$ cat src/rtl/cmd_packet_decoder_if.sv
// Byte-in / command-out bundle of the host command decoder.
// master = decoder side, slave = the UART/register-file side that drives bytes and consumes commands.
interface cmd_packet_decoder_if #(
    parameter int unsigned PAYLOAD_BYTES = 4
);
    logic                         byte_in_ready;
    logic [7:0]                   byte_in;
    logic                         cmd_ready;
    logic                         cmd_valid;
    logic [7:0]                   opcode;
    logic [8*PAYLOAD_BYTES-1:0]   command;
    logic                         is_long;
    logic                         timeout_err;
    logic                         overrun_err;

    modport master (
        input  byte_in_ready, byte_in, cmd_ready,
        output cmd_valid, opcode, command, is_long, timeout_err, overrun_err
    );

    modport slave (
        output byte_in_ready, byte_in, cmd_ready,
        input  cmd_valid, opcode, command, is_long, timeout_err, overrun_err
    );
endinterface

$ cat src/rtl/cmd_packet_decoder.sv
// SUMP-style host command assembler: opcode byte plus optional MSB-first payload,
// presented on a valid/ready handshake with inter-byte timeout and overrun pulses.
module cmd_packet_decoder #(
    parameter int unsigned PAYLOAD_BYTES  = 4,
    parameter int unsigned LONG_BIT       = 7,
    parameter int unsigned TIMEOUT_CYCLES = 1000000
) (
    input  logic                 clock,
    input  logic                 reset,
    cmd_packet_decoder_if.master bus
);
    localparam int unsigned SHW = 8 * PAYLOAD_BYTES;
    localparam int unsigned BCW = $clog2(PAYLOAD_BYTES + 1);
    localparam int unsigned TCW = (TIMEOUT_CYCLES > 0) ? $clog2(TIMEOUT_CYCLES + 1) : 1;

    typedef enum logic [1:0] {
        S_IDLE,
        S_PAYLOAD,
        S_VALID
    } state_t;

    state_t           state_q;
    logic [BCW-1:0]   cnt_q;
    logic [TCW-1:0]   tmo_q;
    logic [TCW-1:0]   tmo_d;
    logic [7:0]       sh_op_q;
    logic [SHW-1:0]   sh_pl_q;
    logic [SHW-1:0]   sh_pl_d;
    logic             valid_q;
    logic [7:0]       opcode_q;
    logic [SHW-1:0]   command_q;
    logic             is_long_q;
    logic             tmo_err_q;
    logic             ovr_err_q;

    logic             last_byte;
    logic             tmo_expire;
    logic             take_opcode;

    always_comb begin
        // Truncating cast drops the oldest byte, which also covers PAYLOAD_BYTES = 1.
        sh_pl_d     = SHW'({sh_pl_q, bus.byte_in});
        tmo_d       = (&tmo_q) ? tmo_q : tmo_q + 1'b1;
        last_byte   = (cnt_q == BCW'(PAYLOAD_BYTES - 1));
        tmo_expire  = (TIMEOUT_CYCLES > 0) && (tmo_q == TCW'(TIMEOUT_CYCLES - 1));
        take_opcode = bus.byte_in_ready &&
                      ((state_q == S_IDLE) || ((state_q == S_VALID) && bus.cmd_ready));
    end

    always_ff @(posedge clock or posedge reset) begin
        if (reset) begin
            state_q   <= S_IDLE;
            cnt_q     <= '0;
            tmo_q     <= '0;
            sh_op_q   <= '0;
            sh_pl_q   <= '0;
            valid_q   <= 1'b0;
            opcode_q  <= '0;
            command_q <= '0;
            is_long_q <= 1'b0;
            tmo_err_q <= 1'b0;
            ovr_err_q <= 1'b0;
        end else begin
            tmo_err_q <= 1'b0;
            ovr_err_q <= 1'b0;

            case (state_q)
                S_PAYLOAD: begin
                    if (bus.byte_in_ready) begin
                        sh_pl_q <= sh_pl_d;
                        cnt_q   <= cnt_q + 1'b1;
                        tmo_q   <= '0;
                        if (last_byte) begin
                            state_q   <= S_VALID;
                            valid_q   <= 1'b1;
                            opcode_q  <= sh_op_q;
                            command_q <= sh_pl_d;
                            is_long_q <= 1'b1;
                        end
                    end else if (tmo_expire) begin
                        state_q   <= S_IDLE;
                        tmo_err_q <= 1'b1;
                        tmo_q     <= '0;
                        sh_op_q   <= '0;
                        sh_pl_q   <= '0;
                    end else if (TIMEOUT_CYCLES > 0) begin
                        tmo_q <= tmo_d;
                    end
                end
                S_VALID: begin
                    if (bus.cmd_ready) begin
                        valid_q <= 1'b0;
                        state_q <= S_IDLE;
                    end else if (bus.byte_in_ready) begin
                        ovr_err_q <= 1'b1;
                    end
                end
                default: ;
            endcase

            // Opcode intake is shared by IDLE and the handshake cycle of VALID;
            // placed last so it overrides the handshake's drop of cmd_valid.
            if (take_opcode) begin
                sh_op_q <= bus.byte_in;
                if (bus.byte_in[LONG_BIT]) begin
                    state_q <= S_PAYLOAD;
                    cnt_q   <= '0;
                    tmo_q   <= '0;
                end else begin
                    state_q   <= S_VALID;
                    valid_q   <= 1'b1;
                    opcode_q  <= bus.byte_in;
                    command_q <= '0;
                    is_long_q <= 1'b0;
                end
            end
        end
    end

    assign bus.cmd_valid   = valid_q;
    assign bus.opcode      = opcode_q;
    assign bus.command     = command_q;
    assign bus.is_long     = is_long_q;
    assign bus.timeout_err = tmo_err_q;
    assign bus.overrun_err = ovr_err_q;
endmodule

$ cat src/flat_wrapper.sv
// flat-port wrapper written by rule: the top's interface ports become plain ports
module cmd_packet_decoder_flat 
#(
    parameter int unsigned PAYLOAD_BYTES  = 4,
    parameter int unsigned LONG_BIT       = 7,
    parameter int unsigned TIMEOUT_CYCLES = 1000000
)
  (clock, reset, bus_byte_in_ready, bus_byte_in, bus_cmd_ready, bus_cmd_valid, bus_opcode, bus_command, bus_is_long, bus_timeout_err, bus_overrun_err);
  cmd_packet_decoder_if #(.PAYLOAD_BYTES(PAYLOAD_BYTES)) bus_i ();
  input  logic clock;
  input  logic reset;
  input wire logic [$bits(bus_i.byte_in_ready)-1:0] bus_byte_in_ready;
  input wire logic [$bits(bus_i.byte_in)-1:0] bus_byte_in;
  input wire logic [$bits(bus_i.cmd_ready)-1:0] bus_cmd_ready;
  output wire logic [$bits(bus_i.cmd_valid)-1:0] bus_cmd_valid;
  output wire logic [$bits(bus_i.opcode)-1:0] bus_opcode;
  output wire logic [$bits(bus_i.command)-1:0] bus_command;
  output wire logic [$bits(bus_i.is_long)-1:0] bus_is_long;
  output wire logic [$bits(bus_i.timeout_err)-1:0] bus_timeout_err;
  output wire logic [$bits(bus_i.overrun_err)-1:0] bus_overrun_err;
  assign bus_i.byte_in_ready = bus_byte_in_ready;
  assign bus_i.byte_in = bus_byte_in;
  assign bus_i.cmd_ready = bus_cmd_ready;
  assign bus_cmd_valid = bus_i.cmd_valid;
  assign bus_opcode = bus_i.opcode;
  assign bus_command = bus_i.command;
  assign bus_is_long = bus_i.is_long;
  assign bus_timeout_err = bus_i.timeout_err;
  assign bus_overrun_err = bus_i.overrun_err;
  cmd_packet_decoder #(.PAYLOAD_BYTES(PAYLOAD_BYTES), .LONG_BIT(LONG_BIT), .TIMEOUT_CYCLES(TIMEOUT_CYCLES)) u_core (.clock(clock), .reset(reset), .bus(bus_i));
endmodule
$ cat config.mk
export PLATFORM = sky130hd
export DESIGN_NAME = cmd_packet_decoder_flat
export DESIGN_NICKNAME = d
export VERILOG_FILES = /design/src/rtl/cmd_packet_decoder_if.sv /design/src/rtl/cmd_packet_decoder.sv /design/src/flat_wrapper.sv
export SDC_FILE = /design/constraint.sdc
export NUM_CORES = 1
export LEC_CHECK = 0
export BUFFER_PORTS_ARGS = -buffer_cell sky130_fd_sc_hd__buf_2
export CELL_PAD_IN_SITES_DETAIL_PLACEMENT = 1
export CELL_PAD_IN_SITES_GLOBAL_PLACEMENT = 1
export CORE_MARGIN = 2
export CORE_UTILIZATION = 41
export CTS_CLUSTER_DIAMETER = 30
export CTS_CLUSTER_SIZE = 28
export DETAILED_ROUTE_END_ITERATION = 10
export PLACE_DENSITY = 0.77
export SLEW_MARGIN = 10
export SYNTH_ARGS = -nofsm -noshare
export SYNTH_HDL_FRONTEND = slang
export SYNTH_SLANG_ARGS = --single-unit
$ cat constraint.sdc
create_clock -name clock -period 2.8 [get_ports clock]
set_input_delay 0.28 -clock clock [delete_from_list [all_inputs] [get_ports clock]]
set_output_delay 0.28 -clock clock [all_outputs]
set_load 0.03 [all_outputs]
==> flow_summary_export.csv <==
group,metric,value,unit
critical_path,arrival,2.55,ns
placement,pre_cts_slack,0.577,ns
run,max_cap_violations,0,
floorplan,coreArea,10800,sq um
clock_tree,clkTransAtPathRegs,0.10,ns
critical_path,path_max_fanout,13,
grt,grt_pass1_wl,19.3,mm
drt,vias,3623,
final_layout,drive_above_1_share,19.3,%
drt,wl_met2,5.70,mm
floorplan,rows,38,
logic_synthesis,ys_types,52,
power,power_density,790,nW/um^2
timing,fin_skew,0.0124,ns
timing,finalCritPeriodShare,81.7,%
logic_synthesis,synth_cells,457,
final_layout,fin_cells,653,
placement,place_hpwl,7.87,mm
timing,period_needed,2.29,ns
clock_tree,htree_levels,3,
placement,place.gp.congestion,0.834,
final_layout,final_common_cell,"nand2_1",
critical_path,cp-start-kind,"register",
clock_tree,hold_buffers,0,
drt,drt_iter0_drc,198,
run_status,outcome,"complete, no violations",
clock_tree,post_cts_buffers,0,
drt,ant_nets,0,
floorplan,dieWidth,110,um
final_layout,final_cell_area,5180,sq um
power,p_leak,2.42,nW
logic_synthesis,yosysWarnings,0,
placement,place_inst,636,
drt,dr_wl_met3,404,um
logic_synthesis,synth_top_area_cell,"dfrtp_1",
floorplan,ioPinCount,56,
placement,placed_cell_area,4970,sq um
critical_path,critical_path_class,"reg -> reg",
final_layout,syn_to_final_growth,13.3,%
clock_tree,clock_latency,0.37,ns
placement,io_buffers,55,
drt,top_layer,"met4",
grt,grt-ovfl-total,0,
timing,setup_slack,0.512,ns
clock_tree,cts_buffers,9,
grt,antenna_found_initial,1,
logic_synthesis,synth.net_count,475,
floorplan,die_area,12000,sq um
final_layout,final_cell_mix,"105 x nand2_1, 101 x dfrtp_1, 55 x buf_2, 46 x a21oi_1, 23 x nor2_1",
timing,final_hold_viol_count,0,
drt,drc,0,
drt,viasPerCell,5.55,
logic_synthesis,synth_edf_count,0,
logic_synthesis,synth_seq_cells,101,
logic_synthesis,async_reset_ff_share,100,%
timing,rsz0062_at_grt,"false",
worst_hold_path,hp-class,"in -> async",
clock_tree,cts_resized,0,
timing,maxSlewViolCount,0,
grt,grt_max_degree,102,
final_layout,layout.nets,525,
drt,routed_wl,11.3,mm
logic_synthesis,synth_area_leaders,"dfrtp_1 55%, nand2_1 8.6%, a21oi_1 5.0%",
critical_path,cp-end-kind,"register",
drt,m1WireLength,4.96,mm
timing,tightest_slew,0.558,ns
grt,track_usage,20.8,%
timing,fmax,437,MHz
floorplan,start_util,42.2,%
floorplan,die_h,110,um
logic_synthesis,netlist_area,4570,sq um
drt,wl_per_cell,17.3,um
timing,max_slew_margin,62.7,%
critical_path,cp.required,3.07,ns
drt,first_pass_iters,4,
grt,grt_pass1_vias,3819,
logic_synthesis,ys.flop_type,"dfrtp_1",
logic_synthesis,synth_top_area_share,55.3,%
logic_synthesis,synth-seq-area-share,55.3,%
timing,setup_tns,0,ns
clock_tree,clock_sinks,101,
power,ir_worst_vdd,0.448,mV
clock_tree,cts_root_buffer,"clkbuf_8",
logic_synthesis,synth_area_per_cell,10.0,sq um
timing,setup_viol_count_final,0,
clock_tree,cts_max_path_buffers,2,
clock_tree,cts_tree,"done",
==> power by group <==
group          switching [mW]  leakage, nW  internal [mW]
combinational           0.662        0.959          0.416
sequential              0.252         1.36           1.79
clock                   0.541        0.101          0.431
total                    1.46         2.42           2.64
==> cell families after synthesis <==
kind of cell	after synthesis	synth area share [%]
adder cells (fa/ha/maj)	6	1.64
AO/OA/AOI/OAI	116	16.2
AND/OR/NAND/NOR	183	19.2
buffers and inverters	34	4.16
XOR/XNOR	9	1.72
multiplexers	8	1.75
flip-flops	101	55.3
==> state kept, by name, indices dropped and copies added (netlist names) <==
signal                  flops
u_core.bus.command         32
u_core.sh_pl_q             24
u_core.tmo_q               20
u_core.bus.opcode           8
u_core.sh_op_q              8
u_core.cnt_q                3
u_core.state_q              2
u_core.bus.cmd_valid        1
u_core.bus.is_long          1
u_core.bus.overrun_err      1
u_core.bus.timeout_err      1
==> final cells by class <==
class / instances / area [sq um]
Fill cell: 1272 / 5660
Sequential cell: 101 / 2530
Multi-Input combinational cell: 322 / 1860
Timing Repair Buffer: 65 / 375
Tap cell: 140 / 175
Clock buffer: 10 / 128
Clock inverter: 6 / 77.6
Inverter: 8 / 33.8
Antenna cell: 1 / 2.50
==> worst max-delay path, cell delays in order (launching register included) <==
cell,delay (ns)
dfrtp_1,0.45
or4b_4,0.55
nor4_4,0.38
a21oi_2,0.19
buf_4,0.22
a21o_1,0.16
a22o_1,0.23
==> Yosys cell counts (2+ instances only) <==
cell and instances:
clkbuf_1 16, a22o_1 22, o31ai_1 2, inv_1 8, dfrtp_1 101, o211ai_1 6, a21oi_1 46, nor4_4 2
nor4_1 2, nand3b_1 2, nor2_1 24, or2_2 2, a211oi_1 3, xnor2_1 5, a22o_2 3, nand2b_1 2
nand3_1 11, a21o_1 2, o21ai_0 22, ha_1 6, mux2i_1 8, nor3_1 4, or3_1 2, xor2_1 4
buf_1 2, and4_1 3, nand2_1 105, buf_6 2, nand4_1 9, a21oi_2 2, a31oi_1 3, and3_1 5
buf_8 2
==> path summary, 6_finish.rpt <==
| kind | end | slack (ns) | cells after the start | startpoint |
|---|---|---|---|---|
| worst max-delay path | u_core.tmo_q[17] | 0.51 | 6 | u_core.tmo_q[8] |
| worst min-delay path | u_core.bus.command[30] | 0.05 | 3 | reset |
| worst max register to register | u_core.tmo_q[17] | 0.51 | 6 | u_core.tmo_q[8] |
| worst min register to register | u_core.bus.is_long | 0.51 | 2 | u_core.bus.is_long |
| max in group asynchronous | u_core.bus.command[0] | 2.32 | 3 | reset |
| min in group clock | u_core.bus.command[4] | 0.18 | 3 | bus_byte_in[4] |
==> metrics by stage <==
step | utilization, % | power, mW | hold WS, ns
after detailed placement | 45.9 | 3.15 | 0.487
after floorplan | - | 2.82 | 0.391
after CTS | 47.7 | 4.15 | 0.0730
final | 47.8 | 4.09 | 0.0456
after global placement | 45.9 | 3.09 | 0.484
after global routing | 47.7 | 4.37 | 0.0551
==> routing by layer <==
metal / vias up / GRT usage, %
met5: - / 0
met4: 0 / 7.14
met3: 23 / 4.80
met2: 79 / 35.4
met1: 1823 / 25.9
li1: 1698 / -
No activity file was read; power rests on OpenSTA's default activity.
